`config.mk`:
```
export PLATFORM = sky130hd
export DESIGN_NAME = camera_sccb_tx_flat
export DESIGN_NICKNAME = d
export VERILOG_FILES = /design/src/rtl/camera_sccb_if.sv /design/src/rtl/camera_sccb_tx.sv /design/src/flat_wrapper.sv
export SDC_FILE = /design/constraint.sdc
export NUM_CORES = 1
export LEC_CHECK = 0
export ABC_AREA = 1
export CAP_MARGIN = 20
export CORE_UTILIZATION = 55
export CTS_CLUSTER_DIAMETER = 100
export DETAILED_ROUTE_END_ITERATION = 8
export PLACE_DENSITY_LB_ADDON = 0.08
export SYNTH_ARGS = -nofsm -noshare
export SYNTH_HDL_FRONTEND = slang
export SYNTH_SLANG_ARGS = --single-unit
```
`constraint.sdc`:
```
create_clock -name clk -period 2.2 [get_ports clk]
set_clock_uncertainty 0.1 [all_clocks]
set_input_delay 0.22 -clock clk [delete_from_list [all_inputs] [get_ports clk]]
set_output_delay 0.22 -clock clk [all_outputs]
set_load 0.01 [all_outputs]
```
`src/rtl/camera_sccb_if.sv`:
```
// Avalon-MM register bus between the Nios master and the SCCB transmitter.
// Latency: reads return one clk after the read strobe; writes take effect on the strobe edge.
// Backpressure: none; the slave never stalls, so there is no waitrequest.
interface camera_sccb_if;
    logic [1:0]  address;
    logic        write;
    logic [31:0] writedata;
    logic        read;
    logic [31:0] readdata;

    modport master (output address, output write, output writedata, output read, input readdata);
    modport slave  (input address, input write, input writedata, input read, output readdata);
endinterface

```
`src/rtl/camera_sccb_tx.sv`:
```
// Serializes camera register writes (device ID, register address, data) onto the SCCB bus.
// Latency: a transaction lasts 113*(CLKDIV+1) clk cycles; register reads take one cycle.
// Backpressure: none; writes while busy are dropped and flagged in STATUS.overrun.
// Optional feature: define SCCB_ACK_CHECK_EN to sample the don't-care bits and flag STATUS.nack.
module camera_sccb_tx #(
    parameter logic [15:0] DEF_CLKDIV = 16'd124,
    parameter logic [7:0]  DEF_DEVID  = 8'h42
) (
    input  logic          clk,
    input  logic          reset_n,
    camera_sccb_if.slave  bus,
    output logic          sioc,
    output logic          siod_out,
    output logic          siod_oe,
    input  logic          siod_in
);
    typedef enum logic [1:0] {IDLE, START, BIT, STOP} state_t;

    state_t      state_q, state_d;
    logic [1:0]  ph_q, ph_d;          // phase within START/STOP, quarter within a bit
    logic [4:0]  bit_q, bit_d;        // bit index 0..26
    logic [26:0] sh_q, sh_d;          // outgoing bits, MSB is on the wire
    logic [15:0] div_q, div_d;
    logic [15:0] clkdiv_l_q, clkdiv_l_d;
    logic [15:0] clkdiv_q, clkdiv_d;
    logic [7:0]  devid_q, devid_d;
    logic        done_q, done_d, ovr_q, ovr_d, nack_q, nack_d;
    logic [31:0] readdata_q, readdata_d;

    logic busy, tick, dc_bit, accept, set_done, set_ovr, set_nack;
    logic [2:0] clr;

    assign busy   = (state_q != IDLE);
    assign tick   = busy && (div_q == clkdiv_l_q);
    // The ninth bit of each byte is the released don't-care (ACK) slot.
    assign dc_bit = (bit_q == 5'd8) || (bit_q == 5'd17) || (bit_q == 5'd26);
    assign bus.readdata = readdata_q;

    logic unused_bits;
    assign unused_bits = ^bus.writedata[31:16];

    // Register file, divider and transaction sequencer next-state.
    always_comb begin
        state_d    = state_q;
        ph_d       = ph_q;
        bit_d      = bit_q;
        sh_d       = sh_q;
        div_d      = div_q;
        clkdiv_l_d = clkdiv_l_q;
        clkdiv_d   = clkdiv_q;
        devid_d    = devid_q;
        readdata_d = readdata_q;
        accept     = 1'b0;
        set_done   = 1'b0;
        set_ovr    = 1'b0;
        set_nack   = 1'b0;
        clr        = 3'b000;

        if (bus.write) begin
            case (bus.address)
                2'd0: if (busy) set_ovr = 1'b1; else accept = 1'b1;
                2'd1: clr = bus.writedata[3:1];
                2'd2: if (busy) set_ovr = 1'b1; else clkdiv_d = bus.writedata[15:0];
                default: if (busy) set_ovr = 1'b1; else devid_d = bus.writedata[7:0];
            endcase
        end

        if (busy) div_d = tick ? 16'd0 : div_q + 16'd1;

        case (state_q)
            IDLE: begin
                if (accept) begin
                    state_d    = START;
                    ph_d       = 2'd0;
                    bit_d      = 5'd0;
                    div_d      = 16'd0;
                    clkdiv_l_d = clkdiv_q;
                    sh_d       = {devid_q, 1'b1, bus.writedata[15:8], 1'b1, bus.writedata[7:0], 1'b1};
                end
            end
            START: begin
                if (tick) begin
                    if (ph_q == 2'd1) begin
                        state_d = BIT;
                        ph_d    = 2'd0;
                    end else begin
                        ph_d = ph_q + 2'd1;
                    end
                end
            end
            BIT: begin
                if (tick) begin
                    ph_d = ph_q + 2'd1;
                    if (ph_q == 2'd3) begin
                        if (bit_q == 5'd26) begin
                            state_d = STOP;
                        end else begin
                            bit_d = bit_q + 5'd1;
                            sh_d  = {sh_q[25:0], 1'b1};
                        end
                    end
                end
            end
            default: begin
                if (tick) begin
                    if (ph_q == 2'd2) begin
                        state_d  = IDLE;
                        set_done = 1'b1;
                    end else begin
                        ph_d = ph_q + 2'd1;
                    end
                end
            end
        endcase

`ifdef SCCB_ACK_CHECK_EN
        set_nack = (state_q == BIT) && tick && (ph_q == 2'd2) && dc_bit && siod_in;
`else
        set_nack = 1'b0;
`endif

        // Sticky flags: a set on the same edge as a clear wins.
        done_d = set_done | (done_q & ~clr[0]);
        ovr_d  = set_ovr  | (ovr_q  & ~clr[1]);
        nack_d = set_nack | (nack_q & ~clr[2]);

        if (bus.read) begin
            case (bus.address)
                2'd0:    readdata_d = 32'd0;
                2'd1:    readdata_d = {28'd0, nack_q, ovr_q, done_q, busy};
                2'd2:    readdata_d = {16'd0, clkdiv_q};
                default: readdata_d = {24'd0, devid_q};
            endcase
        end
    end

`ifndef SCCB_ACK_CHECK_EN
    logic unused_siod;
    assign unused_siod = siod_in;
`endif

    // SCCB pin levels decoded from the sequencer position.
    always_comb begin
        sioc     = 1'b1;
        siod_out = 1'b1;
        siod_oe  = 1'b1;
        case (state_q)
            START: begin
                sioc     = (ph_q == 2'd0);
                siod_out = 1'b0;
            end
            BIT: begin
                sioc     = ph_q[1];
                siod_out = dc_bit ? 1'b1 : sh_q[26];
                siod_oe  = ~dc_bit;
            end
            STOP: begin
                sioc     = (ph_q != 2'd0);
                siod_out = (ph_q == 2'd2);
            end
            default: ;
        endcase
    end

    // State registers; reset aborts any transaction without a STOP.
    always_ff @(posedge clk or negedge reset_n) begin
        if (!reset_n) begin
            state_q    <= IDLE;
            ph_q       <= 2'd0;
            bit_q      <= 5'd0;
            sh_q       <= '1;
            div_q      <= 16'd0;
            clkdiv_l_q <= DEF_CLKDIV;
            clkdiv_q   <= DEF_CLKDIV;
            devid_q    <= DEF_DEVID;
            done_q     <= 1'b0;
            ovr_q      <= 1'b0;
            nack_q     <= 1'b0;
            readdata_q <= 32'd0;
        end else begin
            state_q    <= state_d;
            ph_q       <= ph_d;
            bit_q      <= bit_d;
            sh_q       <= sh_d;
            div_q      <= div_d;
            clkdiv_l_q <= clkdiv_l_d;
            clkdiv_q   <= clkdiv_d;
            devid_q    <= devid_d;
            done_q     <= done_d;
            ovr_q      <= ovr_d;
            nack_q     <= nack_d;
            readdata_q <= readdata_d;
        end
    end
endmodule

```
`src/flat_wrapper.sv`:
```
// flat-port wrapper written by rule: the top's interface ports become plain ports
module camera_sccb_tx_flat 
#(
    parameter logic [15:0] DEF_CLKDIV = 16'd124,
    parameter logic [7:0]  DEF_DEVID  = 8'h42
)
  (clk, reset_n, sioc, siod_out, siod_oe, siod_in, bus_address, bus_write, bus_writedata, bus_read, bus_readdata);
  camera_sccb_if bus_i ();
  input  logic clk;
  input  logic reset_n;
  output logic sioc;
  output logic siod_out;
  output logic siod_oe;
  input  logic siod_in;
  input wire logic [$bits(bus_i.address)-1:0] bus_address;
  input wire logic [$bits(bus_i.write)-1:0] bus_write;
  input wire logic [$bits(bus_i.writedata)-1:0] bus_writedata;
  input wire logic [$bits(bus_i.read)-1:0] bus_read;
  output wire logic [$bits(bus_i.readdata)-1:0] bus_readdata;
  assign bus_i.address = bus_address;
  assign bus_i.write = bus_write;
  assign bus_i.writedata = bus_writedata;
  assign bus_i.read = bus_read;
  assign bus_readdata = bus_i.readdata;
  camera_sccb_tx #(.DEF_CLKDIV(DEF_CLKDIV), .DEF_DEVID(DEF_DEVID)) u_core (.clk(clk), .reset_n(reset_n), .bus(bus_i), .sioc(sioc), .siod_out(siod_out), .siod_oe(siod_oe), .siod_in(siod_in));
endmodule
```
==> run summary, run 1 <==
Routed signal wires occupy layers up through met4. The remaining routing DRC violations came out at 0. The largest area contributor in the synthesized netlist is dfrtp_1. The maximum fanout along the worst path is 4. The port buffer count is 40. The commonest cells after synthesis are 238 x nand2_1, 78 x inv_1, 72 x dfrtp_1. The critical path startpoint category is a register.

The area share of the leading cell type in the synthesized netlist came out at 31.8%. The fraction of final layout cells with drive strength greater than 1 is 13.5%. The post-detailed-route count of antenna-violating nets is 0. The worst setup path is of the register to primary output kind. The total wire length came out at 12,600 um.

Setup repair after global routing left no endpoint under its margin. The time the worst path needs with I/O delays and setup is 2.09 ns. For this run, the register share of the synthesized area comes to 49.4%. The final hold violation count was 0. The average wire per standard cell is 13.8 um. The wire length of the first global-routing pass is 21,600 um.

The number of rows in the core area is 36. The maximum number of buffers from clock root to sink is 2. The flop and latch count out of synthesis came out at 110.

The number of inserted filler cells in the final layout is 833. The area enclosed by the die boundary came out at 0.0107 mm2. The synthesized netlist occupies a cell area of 0.00567 mm2. The total overflow reported by the global router is 0. The kind of capture point of the worst setup path is a primary output. The register-to-register setup slack is 0.13 ns. The cell sitting at the root of the clock tree is a clkbuf_8. The region available for standard cell placement spans 0.00986 mm2. The cell total after placement came out at 887. Wire segments on met3 add up to 500 um in the final route. The number of top-level design ports came out at 74. By area the synthesized netlist is led by dfrtp_1 32%, dfstp_2 18%, nand2_1 16%, inv_1 5.2%, nand3_1 5.0%. In the synthesized netlist, the number of instances is 721.

The worst register-to-register path begins at u_core.state_q[0]$_DFFE_PN0P_. The clock insertion delay at the later pin of the skew report is 0.37 ns. In this run, the number of DRC markers left after iteration 0 of detailed routing was 229. The run finished with clean final reports. The post-route met1 wirelength is 5980 um. The number of synthesis warnings is 0. Summed over all cells, the static leakage comes to 3.23 nW. The setup-violating endpoint count in the final report is 0. Across the run, the number of max-cap violations was 0.

Across the VDD grid, the largest voltage drop is 0.896 mV. The most common flop cell mapped by yosys is dfrtp_1. After the last flow step, the layout net total stands at 828. The number of synthesized flops with an enable pin is 0. The floorplan step set the die height to 104 um. For the worst setup path, the data required time is 1.88 ns.

The final core utilization is 66.5%. TritonCTS built the clock tree. The CTS sink count is 110. The clock buffer count from CTS is 9.

The detailed-route via count is 4,591. The worst reg-to-reg path cell count is 9. Routability-driven placement finished with a final weighted congestion of 0.832. The pin count of the biggest net entering global routing came out at 50. The routed length on met2 is 5950 um. The per-cell via count in the routed design came out at 5.03. The post-synthesis area per instance came out at 7.86 um2. The number of H-tree branching levels came out at 3.

The number of different library cells used by synthesis comes to 33. Measured along the x axis, the die boundary spans 104 um. The post-route setup TNS is 0 ns. The total global-route track usage is 24.9%.

nand2_1 is the most common cell in the netlist. Once layout is complete, the cells apart from fillers number 912. The worst register-to-register path ends at u_core.state_q[1]$_DFFE_PN0P_. The final count of pins violating max slew was 0. 0 antenna diodes ended up in the layout. The clock edge transition at the registers on the reported setup and hold paths came out at 0.10 ns. The number of antenna violations at the first check in global routing came to 0. The detailed-routing iteration count for the pre-antenna-repair pass is 4. The worst hold path belongs to the class primary input to async pin.

The signed area change from the synthesized netlist to the final layout is 15.7%. The half-perimeter wire length after detailed placement is 8730 um. The via count of the first global-routing pass came out at 4,488. The initial cell density of the core came out at 57.5%.

Power spread over the standard cell area amounts to 1190 mW/mm2. The critical path data arrival time came out at 1.77 ns. In the synthesized netlist the async set-or-reset flop fraction comes to 100%. Based on the critical path, the design can be clocked at up to 478 MHz. The final clock period utilization by the worst path came out at 95.1%.
==> how the worst max path moves through the flow <==
| stage | cells after the start | to | slack, ns | from |
|---|---|---|---|---|
| 3_3_place_gp | 11 | u_core.div_q[14]$_DFF_PN0_ | 0.19 | u_core.state_q[0]$_DFFE_PN0P_ |
| 3_5_place_dp | 11 | u_core.div_q[14]$_DFF_PN0_ | 0.14 | u_core.state_q[0]$_DFFE_PN0P_ |
| 2_1_floorplan | 13 | u_core.bit_q[3]$_DFFE_PN0P_ | 0.33 | u_core.state_q[0]$_DFFE_PN0P_ |
| 4_1_cts | 6 | siod_out | -0.16 | u_core.state_q[0]$_DFFE_PN0P_ |
| 5_1_grt | 12 | u_core.bit_q[1]$_DFFE_PN0P_ | 0.004 | u_core.state_q[1]$_DFFE_PN0P_ |
| 6_report | 6 | siod_out | 0.11 | u_core.state_q[1]$_DFFE_PN0P_ |
==> cells in the final DEF (no fill, tap or decap), types with 6 or more instances in the layout <==
cell and count:
nand3_1 56, o21ai_0 56, ha_1 14, conb_1 16
clkdlybuf4s50_1 36, clkbuf_8 11, nand2_1 238, inv_1 78
a21oi_1 6, buf_4 27, o21ai_1 8, dfrtp_1 71
nor2_1 54, dfstp_2 38, a31oi_1 6, nor3_1 7
xor2_1 12
==> per-stage QoR <==
stage	setup slack, ns	hold slack, ns	total power [mW]	cell area [um2]
4_1_cts	-0.159	0.198	7.71	6500
5_1_grt	0.00402	0.206	8.39	6560
2_1_floorplan	0.331	-0.176	5.46	5720
3_3_place_gp	0.189	0.0556	6.20	6220
3_5_place_dp	0.142	0.0579	6.33	6220
6_report	0.108	0.198	7.77	6560
==> what timing repair did <==
action / in CTS / in global routing
endpoints found under the setup margin: 3 / 36
cloned: 1 / 0
hold buffers: 1 / 0
endpoints found under the hold margin: 23 / 0
gates resized for setup: 4 / 13
buffers inserted: 4 / 3
pin swaps: 0 / 2
==> state kept, by name, indices dropped and copies added (netlist names) <==
signal,flops
u_core.done_q,1
u_core.devid_q,8
u_core.bus.readdata,16
u_core.state_q,2
u_core.clkdiv_l_q,16
u_core.ovr_q,1
u_core.sh_q,26
u_core.div_q,16
u_core.ph_q,2
u_core.bit_q,5
u_core.nack_q,1
u_core.clkdiv_q,16
==> routing by layer <==
layer | GRT usage (%) | vias to the layer above
met5 | 0 | -
met4 | 5.69 | 0
met3 | 5.54 | 10
met2 | 39.7 | 95
met1 | 34.8 | 2154
li1 | - | 2332
==> cells by family (layout without fill, tap and decap cells) <==
| group | count (synthesis) | after routing | share of synthesized area [%] |
|---|---|---|---|
| DFF | 110 | 110 | 49.4 |
| xor gates and xnor gates | 13 | 13 | 2.01 |
| buffers and inverters | 128 | 171 | 10.3 |
| adders and majority gates | 15 | 15 | 3.31 |
| AOI/OAI and AO/OA | 87 | 87 | 8.30 |
| other | 1 | 16 | 0.0662 |
| and+or+nand+nor | 367 | 367 | 26.6 |
==> where the power goes <==
| part | switching, mW | internal [mW] |
|---|---|---|
| clock network | 0.671 | 0.597 |
| registers | 0.495 | 2.97 |
| logic | 1.83 | 1.21 |
| total | 2.99 | 4.78 |
==> worst max-delay path, cell delays in order (launching register included) <==
cell and delay [ns]:
dfrtp_2 0.44, buf_4 0.14, buf_4 0.12, ha_1 0.21, a21oi_2 0.21, nand3_1 0.10, dlymetal6s2s_1 0.18
==> area by class of cell <==
type,count,area [um2],area share [%]
multi-input cells,498,2360,36.1
clock inverters,4,52.6,0.801
well taps,133,166,2.54
clock buffers,12,155,2.37
repair buffers,72,703,10.7
flip-flops and latches,110,2800,42.7
inverters,83,314,4.79
Note: power is estimated with default switching activity, not from simulation.
==> inputs of run 2 (changes only) <==
CORE_ASPECT_RATIO = 0.9   (was not set)
==> run 2 against run 1 <==
Compared with the run above: routed wire length is 1.2% lower; first-iteration DRC count grew 5.7%; sequential cell count stayed put; maximum frequency decreased by 1.8%; final cell count is 1.3% lower; utilization up 0.72 points; worst setup slack worse by 0.038 ns; largest cell class unchanged; highest routed layer unchanged.
==> run summary, run 2 (synthesized netlist as in run 1, its figures left out) <==
Outcome: completed (unchanged). The delay of the slowest cell on the worst path came out at 0.38 ns (was 0.44 ns). The clock insertion delay at the later pin of the skew report is 0.36 ns (was 0.37 ns). The setup slack at placement is 0.0868 ns (was 0.142 ns). The final hold violation count is 0 (unchanged). The standby leakage power was 3.25 nW (was 3.23 nW).

The fraction of power consumed by the clock network came out at 22.0% (was 16.3%). The final clock period utilization by the worst path came out at 96.8% (was 95.1%). The horizontal extent of the die came out at 109 um (was 104 um). The clock edge transition at the registers on the reported setup and hold paths came out at 0.07 ns (was 0.10 ns). The multi-input gate area in the final layout is 0.00235 mm2 (was 0.00236 mm2). The family with the most delay on the worst path is buffers and inverters (was flip-flops).

The post-route setup TNS is 0 ns (unchanged). The kind of critical path was register to primary output (unchanged). The CTS tree is yes (unchanged). The number of max-cap violations was 0 (unchanged).

The number of inserted filler cells in the final layout came out at 838 (was 833). The half-perimeter wire length after detailed placement is 8900 um (was 8730 um). The post-route met1 wirelength is 5920 um (was 5980 um). The detailed-route via count is 4,631 (was 4,591). The number of buffer and inverter instances along the worst setup path is 3 (unchanged). The number of flip-flops in the largest register came to 26 (unchanged). The number of standard cells in the layout, taps in and fillers out is 900 (was 912). The number of H-tree branching levels was 3 (unchanged).

The weighted congestion at the end of routability-driven global placement came to 0.822 (was 0.832). CP Cell Sequence: inv_1, ha_1, buf_4, a21oi_1, o221ai_1, clkdlybuf4s15_1 (was buf_4, buf_4, ha_1, a21oi_2, nand3_1, dlymetal6s2s_1). The uppermost layer routed was met4 (unchanged). The leading cell type in the layout, fill and taps excluded is nand2_1 (unchanged). Most frequent cells in the layout: 238 x nand2_1, 78 x inv_1, 71 x dfrtp_1 (unchanged). The maximum fanout along the worst path is 8 (was 4). The slowest cell on the critical path was dfrtp_1 (was dfrtp_2). The critical path data arrival time came out at 1.81 ns (was 1.77 ns). The highest ir drop seen on vdd came out at 0.759 mV (was 0.896 mV). The total net switching power is 3.07 mW (was 2.99 mW). The floorplan die height came to 98.3 um (was 104 um). The total overflow reported by the global router is 0 (unchanged). The worst pin sits at a relative slew slack of 59.0%. The number of antenna violations at the first check in global routing was 0 (unchanged).

The port buffer count is 40 (unchanged). The per-cell via count in the routed design is 5.15 (was 5.03). The initial cell density of the core is 57.7% (was 57.5%). The detailed-routing iteration count for the pre-antenna-repair pass came out at 4 (unchanged). The routed wire length on met3 came to 550 um (was 500 um). The power after layout came out at 8.22 mW (was 7.77 mW). The power density over the cells came out at 1240 mW/mm2 (was 1190 mW/mm2). The required time of the critical path came to 1.88 ns (about the same). The setup-violating endpoint count in the final report is 0 (unchanged). The class of the worst hold path is primary input to async pin (unchanged).

The register-to-register setup slack came out at 0.14 ns (was 0.13 ns). The signed area change from the synthesized netlist to the final layout is 16.5% (was 15.7%). The remaining routing DRC violations came out at 0 (unchanged). The time the worst path needs with I/O delays and setup is 2.13 ns (was 2.09 ns). The clock buffer count from CTS is 9 (unchanged). Setup repair after global routing missed its margin: true (was false). The combinational group share of total power came out at 35.8% (was 39.1%).

The total wire length came out at 12,400 um (was 12,600 um). The cell total after placement is 876 (was 887). The final antenna diode count came out at 0 (unchanged).

The number of top-level design ports came to 74 (unchanged). The net switching fraction of the power came out at 37.3% (was 38.5%). The final layout net count is 823 (was 828). The maximum number of buffers from clock root to sink came out at 2 (unchanged). The post-detailed-route count of antenna-violating nets came out at 0 (unchanged). The worst path setup slack after routing came out at 0.0700 ns (was 0.108 ns). At the pin with the least slew margin, the transition time is 0.615 ns. The critical path startpoint category is a register (unchanged). The root buffer cell is clkbuf_16 (was clkbuf_8).

The internal power contribution is 5.15 mW (was 4.78 mW). The number of design-rule violations left by the first detailed-router iteration came out at 242 (was 229). The pin count of the biggest net entering global routing came to 47 (was 50).

The wire length of the first global-routing pass came out at 21,200 um (was 21,600 um). The maximum operating frequency is 469 MHz (was 478 MHz). The final count of pins violating max slew came out at 0 (unchanged). The area of all sequential standard cells came to 0.00280 mm2 (unchanged). The number of rows in the core area came out at 34 (was 36).

The area enclosed by the die boundary is 0.0107 mm2 (about the same). The CTS sink count came to 110 (unchanged). The sequential share of power is 42.2% (was 44.6%). The average wire per standard cell came to 13.8 um (about the same).

The kind of capture point of the worst setup path is a primary output (unchanged). The via count of the first global-routing pass came out at 4,467 (was 4,488). The routed length on met2 is 5820 um (was 5950 um). The register ranked first by flip-flop count is u_core.sh_q (unchanged).

The total global-route track usage came out at 25.5% (was 24.9%). The placeable core region came out at 0.00983 mm2 (was 0.00986 mm2). The fraction of final layout cells with drive strength greater than 1 came out at 12.7% (was 13.5%).
==> run 2: final cells by class <==
type / instances / area share, %
clock buffer: 11 / 3.68
clock inverter: 5 / 1.38
inverter: 83 / 4.72
multi-input combinational: 498 / 35.6
sequential: 110 / 42.4
tap: 126 / 2.39
timing repair buffer: 67 / 9.78
==> run 2: per-stage QoR <==
| stage | cell area, um2 | hold slack [ns] | utilization (%) |
|---|---|---|---|
| 2_1_floorplan | 5720 | -0.176 | - |
| 3_3_place_gp | 6190 | 0.172 | 63.0 |
| 3_5_place_dp | 6190 | 0.171 | 63.0 |
| 4_1_cts | 6590 | 0.315 | 67.0 |
| 5_1_grt | 6600 | 0.349 | 67.2 |
| 6_report | 6600 | 0.322 | 67.2 |
==> run 2: worst paths after layout <==
kind	endpoint	cells past startpoint	start
setup / recovery	sioc	6	u_core.state_q[1]$_DFFE_PN0P_
hold / removal	u_core.bus.readdata[4]$_DFFE_PN0P_	2	reset_n
setup reg to reg	u_core.bit_q[2]$_DFFE_PN0P_	11	u_core.state_q[0]$_DFFE_PN0P_
hold reg to reg	u_core.sh_q[22]$_DFFE_PN1P_	2	u_core.sh_q[22]$_DFFE_PN1P_
max in group asynchronous	u_core.sh_q[12]$_DFFE_PN1P_	3	reset_n
min in group clk	u_core.devid_q[1]$_DFFE_PN1P_	3	bus_writedata[1]
==> run 2: power groups by stage <==
stage	Sequential, mW	Clock [mW]	Combinational, mW
detailed placement	3.51	0	2.84
global route	3.57	1.91	3.35
global placement	3.47	0	2.72
CTS	3.46	1.84	2.92
finish	3.47	1.81	2.94
floorplan	3.38	0	2.08
==> run 2: worst register-to-register path, stage by stage, from the launching register on <==
cell and delay [ns]:
dfrtp_1 0.39, inv_1 0.10, ha_1 0.20, buf_4 0.19, inv_2 0.11, nand2_1 0.09
nand2_1 0.09, nor3_4 0.19, nand2_2 0.20, buf_12 0.21, nand2_1 0.06, nand2_1 0.05
==> run 2: metal layers <==
metal,vias up,GRT usage (%)
met5,-,0
met3,11,5.67
met4,0,6.65
met2,106,40.1
li1,2325,-
met1,2189,35.5
==> run 2: what timing repair did <==
| action | CTS | global route |
|---|---|---|
| endpoints found under the setup margin | 3 | 11 |
| setup buffers | 7 | 0 |
| hold buffers | 1 | 0 |
| pin swaps | 1 | 0 |
| gates resized for setup | 5 | 5 |
| endpoints found under the hold margin | 22 | 0 |
